`config.mk`:
```
export PLATFORM = sky130hd
export DESIGN_NAME = c1_maxpool_2x2
export DESIGN_NICKNAME = d
export VERILOG_FILES = /design/src/rtl/c1_pkg.sv /design/src/rtl/c1_max4_pipe.sv /design/src/rtl/c1_maxpool_2x2.sv
export SDC_FILE = /design/constraint.sdc
export NUM_CORES = 1
export LEC_CHECK = 0
export CORE_MARGIN = 2
export CORE_UTILIZATION = 55
export CTS_CLUSTER_DIAMETER = 120
export CTS_CLUSTER_SIZE = 40
export DETAILED_ROUTE_END_ITERATION = 6
export PLACE_DENSITY = 0.86
export SYNTH_ARGS = -nofsm -noshare
export SYNTH_HDL_FRONTEND = slang
export SYNTH_SLANG_ARGS = --single-unit
```
`constraint.sdc`:
```
create_clock -name clk -period 5 [get_ports clk]
set_input_delay 1 -clock clk [delete_from_list [all_inputs] [get_ports clk]]
set_output_delay 1 -clock clk [all_outputs]
set_load 0.02 [all_outputs]
```
`src/rtl/c1_pkg.sv`:
```
// Shared constants, lane indices, state encoding and signed-max helpers for the C1 pooling stage.
package c1_pkg;

    localparam int DATA_W = 8;
    localparam int N_CH   = 6;
    localparam int S1_W   = 14;
    localparam int S1_H   = 14;
    localparam int BLK_W  = 4 * DATA_W;
    localparam int CNT_W  = 4;

    // Byte lanes of a packed 2x2 block: {TL, TR, BL, BR}, TL in the top byte.
    localparam int LANE_TL = 3;
    localparam int LANE_TR = 2;
    localparam int LANE_BL = 1;
    localparam int LANE_BR = 0;

    localparam logic [0:0] ST_IDLE   = 1'b0;
    localparam logic [0:0] ST_ACTIVE = 1'b1;

    function automatic logic [DATA_W-1:0] smax(input logic [DATA_W-1:0] a,
                                               input logic [DATA_W-1:0] b);
        return ($signed(a) >= $signed(b)) ? a : b;
    endfunction

    function automatic logic [DATA_W-1:0] lane(input logic [BLK_W-1:0] blk,
                                               input int                idx);
        return blk[idx*DATA_W +: DATA_W];
    endfunction

endpackage

```
`src/rtl/c1_max4_pipe.sv`:
```
// One channel's two-stage signed max of a 2x2 block.
// Define C1_MAXPOOL_RELU_EN to clamp negative results to zero at stage 2.
module c1_max4_pipe
    import c1_pkg::*;
(
    input  logic              clk,
    input  logic              reset_n,
    input  logic              en1,
    input  logic              en2,
    input  logic [BLK_W-1:0]  blk,
    output logic [DATA_W-1:0] pix
);

    logic [DATA_W-1:0] top_q, top_d;
    logic [DATA_W-1:0] bot_q, bot_d;
    logic [DATA_W-1:0] pix_q, pix_d;
    logic [DATA_W-1:0] max_w;

    always_comb begin
        // NOTE: every always_comb output gets a default first so no path infers a latch.
        top_d = top_q;
        bot_d = bot_q;
        pix_d = pix_q;
        if (en1) begin
            top_d = smax(lane(blk, LANE_TL), lane(blk, LANE_TR));
            bot_d = smax(lane(blk, LANE_BL), lane(blk, LANE_BR));
        end
        max_w = smax(top_q, bot_q);
`ifdef C1_MAXPOOL_RELU_EN
        if (max_w[DATA_W-1]) begin
            max_w = '0;
        end
`endif
        // Output register only loads on a launch so the pixel holds between beats.
        if (en2) begin
            pix_d = max_w;
        end
    end

    // NOTE: data registers take the async reset too; they are small flops, not a RAM.
    always_ff @(posedge clk or negedge reset_n) begin
        if (!reset_n) begin
            // NOTE: sequential state is assigned with <= so all flops update together.
            top_q <= '0;
            bot_q <= '0;
            pix_q <= '0;
        end else begin
            top_q <= top_d;
            bot_q <= bot_d;
            pix_q <= pix_d;
        end
    end

    assign pix = pix_q;

endmodule

```
`src/rtl/c1_maxpool_2x2.sv`:
```
// 2x2 max-pool of six C1 channels onto the 14x14 S1 map, with coordinate and frame tracking.
// Optional ReLU fusion is selected with C1_MAXPOOL_RELU_EN (see c1_max4_pipe).
module c1_maxpool_2x2
    import c1_pkg::*;
#(
    parameter int OUT_W = S1_W,
    parameter int OUT_H = S1_H
) (
    input  logic              clk,
    input  logic              reset_n,
    input  logic              soft_clr,
    input  logic              pool_valid,
    input  logic [BLK_W-1:0]  pool_ch0,
    input  logic [BLK_W-1:0]  pool_ch1,
    input  logic [BLK_W-1:0]  pool_ch2,
    input  logic [BLK_W-1:0]  pool_ch3,
    input  logic [BLK_W-1:0]  pool_ch4,
    input  logic [BLK_W-1:0]  pool_ch5,
    output logic              s1_valid,
    output logic [DATA_W-1:0] s1_ch0,
    output logic [DATA_W-1:0] s1_ch1,
    output logic [DATA_W-1:0] s1_ch2,
    output logic [DATA_W-1:0] s1_ch3,
    output logic [DATA_W-1:0] s1_ch4,
    output logic [DATA_W-1:0] s1_ch5,
    output logic [CNT_W-1:0]  s1_col,
    output logic [CNT_W-1:0]  s1_row,
    output logic              s1_frame_done,
    output logic              s1_err
);

    localparam logic [CNT_W-1:0] LAST_COL = CNT_W'(OUT_W - 1);
    localparam logic [CNT_W-1:0] LAST_ROW = CNT_W'(OUT_H - 1);

    logic [BLK_W-1:0]  blk [N_CH];
    logic [DATA_W-1:0] pix [N_CH];
    logic              accept;
    logic              launch;

    logic             v1_q, v1_d;
    logic             s1_valid_q, s1_valid_d;
    logic             done_q, done_d;
    logic             err_q, err_d;
    logic [0:0]       state_q, state_d;
    logic [CNT_W-1:0] col_q, col_d;
    logic [CNT_W-1:0] row_q, row_d;
    logic [CNT_W-1:0] s1_col_q, s1_col_d;
    logic [CNT_W-1:0] s1_row_q, s1_row_d;

    assign blk[0] = pool_ch0;
    assign blk[1] = pool_ch1;
    assign blk[2] = pool_ch2;
    assign blk[3] = pool_ch3;
    assign blk[4] = pool_ch4;
    assign blk[5] = pool_ch5;

    // soft_clr wins over both pipeline stages: an accepting beat is dropped, a launch is squashed.
    assign accept = pool_valid & ~soft_clr;
    assign launch = v1_q & ~soft_clr;

    for (genvar g = 0; g < N_CH; g++) begin : g_ch
        c1_max4_pipe u_pipe (
            .clk     (clk),
            .reset_n (reset_n),
            .en1     (accept),
            .en2     (launch),
            .blk     (blk[g]),
            .pix     (pix[g])
        );
    end

    always_comb begin
        v1_d       = accept;
        s1_valid_d = launch;
        done_d     = 1'b0;
        err_d      = err_q;
        state_d    = state_q;
        col_d      = col_q;
        row_d      = row_q;
        s1_col_d   = s1_col_q;
        s1_row_d   = s1_row_q;
        if (soft_clr) begin
            col_d   = '0;
            row_d   = '0;
            state_d = ST_IDLE;
            if (state_q == ST_ACTIVE) begin
                err_d = 1'b1;
            end
        end else if (v1_q) begin
            s1_col_d = col_q;
            s1_row_d = row_q;
            state_d  = ST_ACTIVE;
            if (col_q == LAST_COL) begin
                col_d = '0;
                if (row_q == LAST_ROW) begin
                    row_d   = '0;
                    done_d  = 1'b1;
                    state_d = ST_IDLE;
                end else begin
                    row_d = row_q + CNT_W'(1);
                end
            end else begin
                col_d = col_q + CNT_W'(1);
            end
        end
    end

    always_ff @(posedge clk or negedge reset_n) begin
        if (!reset_n) begin
            v1_q       <= 1'b0;
            s1_valid_q <= 1'b0;
            done_q     <= 1'b0;
            err_q      <= 1'b0;
            state_q    <= ST_IDLE;
            col_q      <= '0;
            row_q      <= '0;
            s1_col_q   <= '0;
            s1_row_q   <= '0;
        end else begin
            v1_q       <= v1_d;
            s1_valid_q <= s1_valid_d;
            done_q     <= done_d;
            err_q      <= err_d;
            state_q    <= state_d;
            col_q      <= col_d;
            row_q      <= row_d;
            s1_col_q   <= s1_col_d;
            s1_row_q   <= s1_row_d;
        end
    end

    assign s1_valid      = s1_valid_q;
    assign s1_frame_done = done_q;
    assign s1_err        = err_q;
    assign s1_col        = s1_col_q;
    assign s1_row        = s1_row_q;
    assign s1_ch0        = pix[0];
    assign s1_ch1        = pix[1];
    assign s1_ch2        = pix[2];
    assign s1_ch3        = pix[3];
    assign s1_ch4        = pix[4];
    assign s1_ch5        = pix[5];

endmodule

```
==> impl_metrics.py, run 1 <==
metrics = {
    "yosys": {
        "synth_largest_area_cell": "dfrtp_1",
        "synthAdderAreaFrac": 0.165,
        "synth-edff-count": 0,
        "complex_gate_fraction_of_the_synthesized_area": 0.168,
        "yosysSeqAreaShare": 0.368,
        "post_synth_num_cell_types": 39,
        "ys_warn_count": 0,
        "ys.flop_type": "dfrtp_1",
        "synth_seq_cells": 165,
        "syn_inst": 1233,
        "synth-async-reset-ratio": 1.00,
        "yosysTopAreaCellShare": 0.368,
        "post_synth_xor_area_fraction": 0,
        "synth.area.mux_share": 0.105,
        "synth.cells.most_frequent": "nor2_1 (191), dfrtp_1 (165), a21oi_1 (162)",
        "synth_simple_gate_area_frac": 0.127,
        "yosysMostFrequentCell": "nor2_1",
        "synth_top_family_by_area": "compound AO/OA/AOI/OAI gates",
        "syn_area_um2": 11200,
        "synth.net_count": 1577,
        "syn-mean-instance-area_um2": 9.11,
        "synthTopCellsByArea": "dfrtp_1 (37%), ha_1 (16%), mux2i_1 (10%)",
    },
    "power": {
        "power_leakage_nw": 7.08,
        "power_mw": 5.03,
        "switching_share_of_power": 0.340,
        "vdd_ir_drop_max_uv": 259,
        "clockPowerShare": 0.268,
        "seq_power_share": 0.359,
        "p_per_area_nw_per_um2": 344,
        "power.net_switching_mw": 1.71,
        "p_comb_frac": 0.373,
        "intPower_mw": 3.32,
    },
    "detailed_routing": {
        "wl_mm": 26.5,
        "wl_per_cell_um": 15.1,
        "detail_route.first_pass.iterations": 5,
        "num_vias": 9368,
        "drc": 0,
        "residual_antenna_violating_net_count_after_detailed_routing": 0,
        "vias_per_cell": 5.33,
        "dr.first_iter.drc_count": 367,
    },
    "final_layout": {
        "drive_gt1_frac": 0.0593,
        "syn_to_final_growth_pct": 30.2,
        "utilization": 0.725,
        "finalNetCount": 1815,
        "filler_cell_count": 1536,
        "fin_area_um2": 14600,
    },
    "clock_network": {
        "clk_root_buffer_cell": "clkbuf_16",
        "cts_tree": "yes",
        "cts_sinks": 165,
        "post-cts-setup-buffers": 0,
        "hold_buffer_count_at_cts": 0,
        "clk_latency_ns": 0.41,
        "cts_buffer_depth": 2,
        "cts_made_buffers": 17,
        "cts.reportedPaths.clkPinSlew_ns": 0.06,
        "cts_max_level": 4,
        "post_cts_resize_count": 0,
    },
    "place": {
        "detailedPlacementHpwl_mm": 20.8,
        "place.gp.congestion": 0.900,
        "postPlaceCellArea_um2": 14000,
        "io_buffers": 254,
    },
    "die": {
        "die-area_um2": 21600,
        "placementRows": 52,
        "die_boundary_width_um": 147,
        "io_pins": 255,
        "die_h_um": 147,
        "start_util": 0.557,
        "coreArea_um2": 20200,
    },
    "setup_path": {
        "worst_path_dominant_cell_family": "compound AO/OA/AOI/OAI gates",
        "reg2reg_setup_slack_ns": 2.78,
        "crit_path_max_incr_delay_ns": 0.49,
        "cp_cell_sequence": "clkdlybuf4s50_1 > inv_1 > ha_1 > nand2b_1 > a21o_1 > a211o_1 > a21oi_4 > mux2i_1 > a21oi_1",
        "setup_crit_end_kind": "register",
        "cp_data_arrival_time_ns": 3.18,
        "timing_worst_setup_path_type": "in -> reg",
        "path_buf_inv": 2,
        "critPathSlowestCell": "clkdlybuf4s50_1",
        "worstSetupStartpointType": "input port",
        "crit_fanout": 8,
        "cp_data_required_time_ns": 5.24,
    },
    "sta": {
        "worst_clock_skew_ns": 0.0112,
        "rsz0062_at_grt": "no",
        "slew-limit-headroom": 0.271,
        "finalHoldViolCount": 0,
        "drv_slew": 0,
        "hold_slack_ns": 0.483,
        "achievable-frequency_ghz": 0.340,
        "finalCriticalPeriod_ns": 2.94,
        "max_slew.worst_pin.slew_ns": 1.09,
        "min_period_over_period": 0.588,
        "timing.final.setup_violations": 0,
        "tns_ns": 0,
    },
    "run_status": {
        "run_status": "completed",
    },
    "job": {
        "timing.max_cap.violations": 0,
    },
    "global_route": {
        "grt_use_total": 0.252,
        "number_of_global_route_vias_before_repair": 9516,
        "grt_start_max_net_pins": 112,
        "antenna_found_initial": 3,
        "grt_overflow": 0,
        "grt_pass1_wl_mm": 44.7,
    },
    "min_path": {
        "min_path_type": "reg -> reg",
    },
}
metal layers:
layer  wire length [µm]  track usage
met1              11600        0.321
met3               1380       0.0547
met2              13100        0.438
met4                488       0.0663
met5                  0            0
layout by cell type, fill, tap and decap left out, types with 20 or more instances in the layout:
cell type        netlist  routed
dfrtp_1              165     165
nand2_1               52      52
a21oi_1              162     162
o21ai_1               20      20
mux2i_1              117     117
ha_1                 148     148
inv_1                155     155
nor2_1               191     191
nand2b_1              24      24
a21o_1                27      27
clkdlybuf4s50_1        0     253
area by class of cell:
class | count | area, µm² | share of cell area
Multi-Input combinational cell | 870 | 6350 | 0.435
Sequential cell | 165 | 4130 | 0.282
Timing Repair Buffer | 261 | 2600 | 0.178
Inverter | 156 | 586 | 0.0400
Clock buffer | 19 | 443 | 0.0303
Tap cell | 270 | 338 | 0.0231
Clock inverter | 13 | 171 | 0.0117
Antenna cell | 2 | 5.00 | 0.000342
flip-flops by register name, indices dropped and copies added (netlist names):
register           count
row_q                  4
col_q                  4
s1_err                 1
s1_row                 4
state_q                1
s1_frame_done          1
g_ch.u_pipe.pix       48
v1_q                   1
g_ch.u_pipe.bot_q     48
g_ch.u_pipe.top_q     48
s1_col                 4
s1_valid               1
path summary, 6_finish.rpt:
kind	start	end	depth (start not counted)
max	pool_ch2[24]	g_ch[2].u_pipe.top_q[5]$_DFFE_PN0P_	9
min	s1_row[3]$_DFFE_PN0P_	s1_row[3]$_DFFE_PN0P_	2
max reg2reg	g_ch[0].u_pipe.bot_q[0]$_DFFE_PN0P_	g_ch[0].u_pipe.pix[7]$_DFFE_PN0P_	7
min reg2reg	s1_row[3]$_DFFE_PN0P_	s1_row[3]$_DFFE_PN0P_	2
max in group asynchronous	reset_n	g_ch[3].u_pipe.pix[2]$_DFFE_PN0P_	2
min in group asynchronous	reset_n	g_ch[1].u_pipe.pix[0]$_DFFE_PN0P_	1
worst min-delay path, stage by stage (launching register included):
cell     delay [ns]
dfrtp_1        0.34
nand2_1        0.05
nand2_1        0.06
metrics by stage:
stage                     worst slack (ns)  cells
after floorplan                       2.38   1233
after global placement                1.68   1722
after detailed placement              1.63   1722
after CTS                             2.07   1754
after global routing                  1.92   1756
final                                 2.06   1756
power groups by stage:
stage,clock [mW],sequential (mW),combinational (mW)
after floorplan,0,1.94,1.02
after global placement,0,1.82,1.82
after detailed placement,0,1.83,1.87
after CTS,1.37,1.81,1.89
after global routing,1.44,1.84,2.07
final,1.35,1.81,1.88
logic make-up after synthesis:
kind of cell / count (synthesis)
compound gates: 279
fa+ha+maj: 148
buf+inv: 198
flops: 165
mux: 118
simple gates: 325
(Power assumes the default switching activity.)
==> run 2: changes to the inputs <==
--- a/config.mk
+++ b/config.mk
@@ -6,11 +6,11 @@
 export NUM_CORES = 1
 export LEC_CHECK = 0
 export CORE_MARGIN = 2
-export CORE_UTILIZATION = 55
+export CORE_UTILIZATION = 47
 export CTS_CLUSTER_DIAMETER = 120
 export CTS_CLUSTER_SIZE = 40
 export DETAILED_ROUTE_END_ITERATION = 6
-export PLACE_DENSITY = 0.86
+export PLACE_DENSITY = 0.78
 export SYNTH_ARGS = -nofsm -noshare
 export SYNTH_HDL_FRONTEND = slang
 export SYNTH_SLANG_ARGS = --single-unit
==> constraint.sdc (replaced) <==
create_clock -name clk -period 2.47 [get_ports clk]
set_input_delay 0.494 -clock clk [delete_from_list [all_inputs] [get_ports clk]]
set_output_delay 0.494 -clock clk [all_outputs]
set_load 0.02 [all_outputs]
==> run 2 against run 1 <==
  * Register-to-register slack lost 2.6 ns
  * Die area rose by 17%
  * Largest cell class unchanged
  * Combinational power increased by 110%
  * Sequential power grew 100%
  * Via count is 1.2% higher
  * Largest power group unchanged
  * Global-route usage decreased by 3.2 points
  * Clock skew decreased by 0.00082 ns
  * Design area up 5.0%
  * Critical endpoint is now g_ch[3].u_pipe.top_q[2]$_DFFE_PN0P_
==> impl_metrics.py, run 2 (same netlist as run 1, synthesis figures left out) <==
metrics = {
    "setup_path": {
        "crit_fanout": 15,
        "cp_cell_sequence": "clkdlybuf4s50_1 > inv_1 > ha_1 > a21o_1 > a2111oi_2 > o32ai_2 > nor2_1 > a21oi_1 > a21oi_1",
        "setup_crit_end_kind": "register",
        "timing_worst_setup_path_type": "in -> reg",
        "crit_path_max_incr_delay_ns": 0.45,
        "cp_data_arrival_time_ns": 2.66,
        "cp_data_required_time_ns": 2.80,
        "critPathMostFrequentCell": "a21oi_1",
        "crit_cells": 9,
        "path_buf_inv": 2,
        "worst_path_dominant_cell_family": "compound AO/OA/AOI/OAI gates",
        "critPathSlowestCell": "clkdlybuf4s50_1",
        "timing.reg2reg.worst_path_depth": 7,
        "worstSetupStartpointType": "input port",
    },
    "detailed_routing": {
        "dr.first_iter.drc_count": 473,
        "wl_mm": 27.5,
        "detail_route.first_pass.iterations": 7,
        "drc": 0,
        "vias_per_cell": 5.07,
        "num_vias": 9485,
        "wl_per_cell_um": 14.7,
        "residual_antenna_violating_net_count_after_detailed_routing": 0,
    },
    "power": {
        "p_comb_frac": 0.378,
        "clockPowerShare": 0.272,
        "p_per_area_nw_per_um2": 682,
        "vdd_ir_drop_max_uv": 448,
        "power_mw": 10.5,
        "switching_share_of_power": 0.341,
        "power.net_switching_mw": 3.57,
        "intPower_mw": 6.90,
        "seq_power_share": 0.350,
        "power_leakage_nw": 7.46,
    },
    "clock_network": {
        "cts_made_buffers": 17,
        "clk_latency_ns": 0.42,
        "cts_sinks": 165,
        "cts.reportedPaths.clkPinSlew_ns": 0.07,
        "cts_tree": "yes",
        "cts_max_level": 4,
        "clk_root_buffer_cell": "clkbuf_16",
        "cts_buffer_depth": 2,
        "post-cts-setup-buffers": 0,
    },
    "sta": {
        "timing.final.setup_violations": 0,
        "finalCriticalPeriod_ns": 2.33,
        "finalHoldViolCount": 0,
        "max_slew.worst_pin.slew_ns": 0.921,
        "rsz0062_at_grt": "yes",
        "drv_slew": 0,
        "worst_clock_skew_ns": 0.0103,
        "slew-limit-headroom": 0.386,
        "achievable-frequency_ghz": 0.428,
        "min_period_over_period": 0.945,
    },
    "final_layout": {
        "filler_cell_count": 1891,
        "finalNetCount": 1880,
        "syn_to_final_growth_pct": 36.7,
        "drive_gt1_frac": 0.101,
        "most_common_library_cell_in_the_layout_ignoring_fill_and_taps": "clkdlybuf4s50_1",
        "layout_common_cells": "clkdlybuf4s50_1 (253), nor2_1 (191), dfrtp_1 (165)",
        "fin_area_um2": 15400,
        "utilization": 0.654,
    },
    "place": {
        "place.gp.congestion": 0.820,
        "io_buffers": 254,
        "postPlaceCellArea_um2": 14700,
        "detailedPlacementHpwl_mm": 21.8,
    },
    "global_route": {
        "number_of_global_route_vias_before_repair": 9403,
        "grt_use_total": 0.221,
        "grt_pass1_wl_mm": 44.2,
        "antenna_found_initial": 2,
        "grt_start_max_net_pins": 87,
        "grt_overflow": 0,
    },
    "min_path": {
        "min_path_type": "in -> async",
    },
    "die": {
        "start_util": 0.479,
        "placementRows": 56,
        "die_boundary_width_um": 159,
        "io_pins": 255,
        "die_h_um": 159,
        "die-area_um2": 25200,
        "coreArea_um2": 23500,
    },
    "job": {
        "timing.max_cap.violations": 0,
    },
    "run_status": {
        "run_status": "completed",
    },
}
==> run 2: per-stage QoR <==
stage                     worst slack, ns  TNS [ns]  hold slack (ns)  instances
final                               0.136         0           0.0197       1869
after global routing             -0.00395  -0.00395           0.0388       1868
after CTS                          0.0841         0           0.0282       1868
after detailed placement           -0.347    -18.88            0.464       1836
after global placement             -0.274    -14.54            0.459       1836
after floorplan                     0.357         0            0.198       1233
==> run 2: worst reg2reg max path, cell delays in order (launching register included) <==
cell and delay [ns]:
dfrtp_1 0.42, ha_1 0.31, nand2b_1 0.14, a21o_1 0.17, a211o_1 0.33, a21oi_4 0.36, mux2i_1 0.30, a21oi_1 0.09
==> run 2: what timing repair did <==
| action | CTS | global route |
|---|---|---|
| setup endpoints to repair | 0 | 11 |
| gates resized for setup | 0 | 5 |
| hold buffers | 0 | 0 |
==> run 2: worst paths after layout <==
check,start,endpoint,slack (ns)
worst max-delay path,pool_ch3[21],g_ch[3].u_pipe.top_q[2]$_DFFE_PN0P_,0.14
worst min-delay path,reset_n,g_ch[1].u_pipe.pix[2]$_DFFE_PN0P_,0.02
worst max register to register,g_ch[3].u_pipe.bot_q[0]$_DFFE_PN0P_,g_ch[3].u_pipe.pix[6]$_DFFE_PN0P_,0.22
worst min register to register,s1_col[3]$_DFFE_PN0P_,s1_col[3]$_DFFE_PN0P_,0.48
max in group asynchronous,reset_n,g_ch[4].u_pipe.pix[4]$_DFFE_PN0P_,1.70
min in group clk,s1_col[3]$_DFFE_PN0P_,s1_col[3]$_DFFE_PN0P_,0.48
==> run 2: cell type report <==
cell class,instances,area [µm²],area share
Sequential cell,165,4130,0.269
Tap cell,319,399,0.0260
Clock buffer,19,453,0.0295
Timing Repair Buffer,326,3200,0.208
Antenna cell,1,2.50,0.000163
Clock inverter,13,185,0.0121
Multi-Input combinational cell,870,6400,0.417
Inverter,156,586,0.0381
==> run 2: layer usage <==
metal,vias to the layer above,global-route usage,share of wire
li1,4823,-,-
met1,4423,0.280,0.45
met2,203,0.382,0.48
met3,32,0.0544,0.058
met4,4,0.0459,0.014
met5,-,0,0.00087
==> run 2: power groups by stage <==
stage / Sequential (mW) / Clock [mW] / Combinational [mW]
3_3_place_gp: 3.68 / 0 / 3.83
3_5_place_dp: 3.71 / 0 / 3.95
2_1_floorplan: 3.92 / 0 / 2.07
5_1_grt: 3.74 / 3.05 / 4.36
6_report: 3.67 / 2.85 / 3.96
4_1_cts: 3.67 / 2.93 / 3.98
==> run 3: changes to the inputs <==
--- a/config.mk
+++ b/config.mk
@@ -6,11 +6,12 @@
 export NUM_CORES = 1
 export LEC_CHECK = 0
 export CORE_MARGIN = 2
-export CORE_UTILIZATION = 47
+export CORE_UTILIZATION = 55
 export CTS_CLUSTER_DIAMETER = 120
 export CTS_CLUSTER_SIZE = 40
 export DETAILED_ROUTE_END_ITERATION = 6
-export PLACE_DENSITY = 0.78
+export GPL_TIMING_DRIVEN = 1
+export PLACE_DENSITY = 0.86
 export SYNTH_ARGS = -nofsm -noshare
 export SYNTH_HDL_FRONTEND = slang
 export SYNTH_SLANG_ARGS = --single-unit
==> constraint.sdc (replaced) <==
create_clock -name clk -period 2.79 [get_ports clk]
set_input_delay 0.558 -clock clk [delete_from_list [all_inputs] [get_ports clk]]
set_output_delay 0.558 -clock clk [all_outputs]
set_load 0.02 [all_outputs]
==> run 3 against run 2 <==
  * Clock power fell by 8.1%
  * Register-to-register slack better by 0.30 ns
  * Flip-flop and latch count unchanged
  * Setup slack better by 0.19 ns
  * Largest cell class unchanged
  * Design area shrank 2.8%
  * Critical path type unchanged
  * Worst hold slack better by 0.078 ns
  * Non-clock buffer count fell by 43
  * Final cell count down 4.9%
  * Combinational power decreased by 13%
  * First-iteration DRC count increased by 11%
  * Utilization grew 8.6 points
  * Critical path depth is 1 lower
  * Largest power group unchanged
==> impl_metrics.py, run 3 (same netlist as run 1, synthesis figures left out) <==
metrics = {
    "job": {
        "timing.max_cap.violations": 0,
    },
    "detailed_routing": {
        "residual_antenna_violating_net_count_after_detailed_routing": 0,
        "vias_per_cell": 5.35,
        "wl_mm": 27.1,
        "wl_per_cell_um": 15.3,
        "drc": 0,
        "dr.first_iter.drc_count": 525,
        "num_vias": 9508,
        "detail_route.first_pass.iterations": 5,
    },
    "die": {
        "placementRows": 52,
        "start_util": 0.557,
        "io_pins": 255,
        "coreArea_um2": 20200,
        "die_h_um": 147,
        "die-area_um2": 21600,
        "die_boundary_width_um": 147,
    },
    "sta": {
        "worst_clock_skew_ns": 0.0107,
        "finalCriticalPeriod_ns": 2.46,
        "achievable-frequency_ghz": 0.406,
        "drv_slew": 0,
        "rsz0062_at_grt": "no",
        "finalHoldViolCount": 0,
        "max_slew.worst_pin.slew_ns": 0.901,
        "slew-limit-headroom": 0.400,
        "min_period_over_period": 0.882,
        "timing.final.setup_violations": 0,
    },
    "run_status": {
        "run_status": "completed",
    },
    "clock_network": {
        "hold_buffer_count_at_cts": 0,
        "post-cts-setup-buffers": 0,
        "cts_sinks": 165,
        "cts_max_level": 4,
        "cts_tree": "yes",
        "clk_latency_ns": 0.42,
        "post_cts_resize_count": 0,
        "cts_made_buffers": 17,
        "cts_buffer_depth": 2,
        "clk_root_buffer_cell": "clkbuf_16",
        "cts.reportedPaths.clkPinSlew_ns": 0.07,
    },
    "place": {
        "place.gp.congestion": 0.874,
        "detailedPlacementHpwl_mm": 21.2,
        "io_buffers": 254,
    },
    "setup_path": {
        "cp_data_arrival_time_ns": 2.76,
        "setup_crit_end_kind": "register",
        "cp_cell_sequence": "clkdlybuf4s50_1 > inv_1 > ha_1 > nand2b_1 > a2111oi_1 > o32ai_2 > a21oi_1 > a21oi_1",
        "crit_path_max_incr_delay_ns": 0.56,
        "timing_worst_setup_path_type": "in -> reg",
        "path_buf_inv": 2,
        "critPathSlowestCell": "a2111oi_1",
        "worstSetupStartpointType": "input port",
        "critPathMostFrequentCell": "a21oi_1",
        "cp_data_required_time_ns": 3.09,
        "worst_path_dominant_cell_family": "compound AO/OA/AOI/OAI gates",
        "crit_fanout": 15,
    },
    "power": {
        "vdd_ir_drop_max_uv": 441,
        "power_leakage_nw": 7.25,
        "p_per_area_nw_per_um2": 625,
        "power_mw": 9.32,
    },
    "min_path": {
        "min_path_type": "in -> async",
    },
    "global_route": {
        "grt_start_max_net_pins": 72,
        "antenna_found_initial": 3,
        "grt_pass1_wl_mm": 45.2,
        "number_of_global_route_vias_before_repair": 9646,
        "grt_overflow": 0,
        "grt_use_total": 0.258,
    },
    "final_layout": {
        "syn_to_final_growth_pct": 32.8,
        "finalNetCount": 1837,
        "most_common_library_cell_in_the_layout_ignoring_fill_and_taps": "clkdlybuf4s50_1",
        "filler_cell_count": 1461,
        "utilization": 0.740,
        "drive_gt1_frac": 0.0730,
        "layout_common_cells": "clkdlybuf4s50_1 (253), nor2_1 (191), dfrtp_1 (165)",
    },
}
[run 3: changes by cell type in the layout (fill, tap and decap cells not counted), moves of 2 or more]
cell | before | now
bufinv_16 | 3 | 5
buf_4 | 63 | 22
o32ai_4 | 3 | 0
o32ai_2 | 2 | 5
a2111oi_1 | 3 | 5
a2111oi_2 | 7 | 5
buf_12 | 9 | 7
inv_8 | 3 | 1
[run 3: worst reg2reg max path, cell delays in order (launching register included)]
cell and delay, ns:
dfrtp_1 0.43, ha_1 0.30, nand2b_1 0.15, a21o_1 0.18, a211o_1 0.33, a21oi_4 0.36
mux2i_1 0.29, a21oi_1 0.10
[run 3: routing by layer]
layer	up-vias	global-route usage	part of all wire	wire, µm
met5	-	0	0	0
met4	0	0.0880	0.028	770
met3	58	0.0553	0.058	1580
met2	257	0.446	0.49	13200
met1	4450	0.322	0.42	11500
li1	4743	-	-	-
[run 3: cell type report]
| cell class | count | area, µm² | area share |
|---|---|---|---|
| Tap cell | 270 | 338 | 0.0226 |
| Timing Repair Buffer | 283 | 2850 | 0.191 |
| Sequential cell | 165 | 4130 | 0.277 |
| Clock buffer | 19 | 443 | 0.0297 |
| Inverter | 156 | 586 | 0.0393 |
| Antenna cell | 1 | 2.50 | 0.000168 |
| Clock inverter | 13 | 218 | 0.0146 |
| Multi-Input combinational cell | 870 | 6350 | 0.426 |
[run 3: report_power, final]
group | internal, mW | switching [mW]
clock | 1.63 | 0.989
sequential | 2.87 | 0.375
combinational | 1.70 | 1.76
[run 3: path summary, 6_finish.rpt]
check	startpoint	to	slack, ns	depth (start not counted)
hold reg to reg	s1_col[2]$_DFFE_PN0P_	s1_col[2]$_DFFE_PN0P_	0.47	2
setup reg to reg	g_ch[3].u_pipe.bot_q[0]$_DFFE_PN0P_	g_ch[3].u_pipe.pix[6]$_DFFE_PN0P_	0.52	7
hold / removal	reset_n	g_ch[1].u_pipe.pix[0]$_DFFE_PN0P_	0.1	1
min in group clk	s1_col[2]$_DFFE_PN0P_	s1_col[2]$_DFFE_PN0P_	0.47	2
max in group asynchronous	reset_n	g_ch[0].u_pipe.pix[2]$_DFFE_PN0P_	1.89	2
setup / recovery	pool_ch5[8]	g_ch[5].u_pipe.bot_q[6]$_DFFE_PN0P_	0.33	8
[run 3: per-stage QoR]
| step | cells | area, µm² | worst slack (ns) | hold slack [ns] | setup TNS (ns) |
|---|---|---|---|---|---|
| after floorplan | 1233 | 11200 | 0.613 | 0.262 | 0 |
| after global placement | 1744 | 14300 | -0.0247 | 0.459 | -0.0247 |
| after detailed placement | 1744 | 14300 | -0.0631 | 0.462 | -0.589 |
| after CTS | 1776 | 14900 | 0.345 | 0.128 | 0 |
| after global routing | 1777 | 14900 | 0.149 | 0.153 | 0 |
| final | 1777 | 14900 | 0.329 | 0.0978 | 0 |
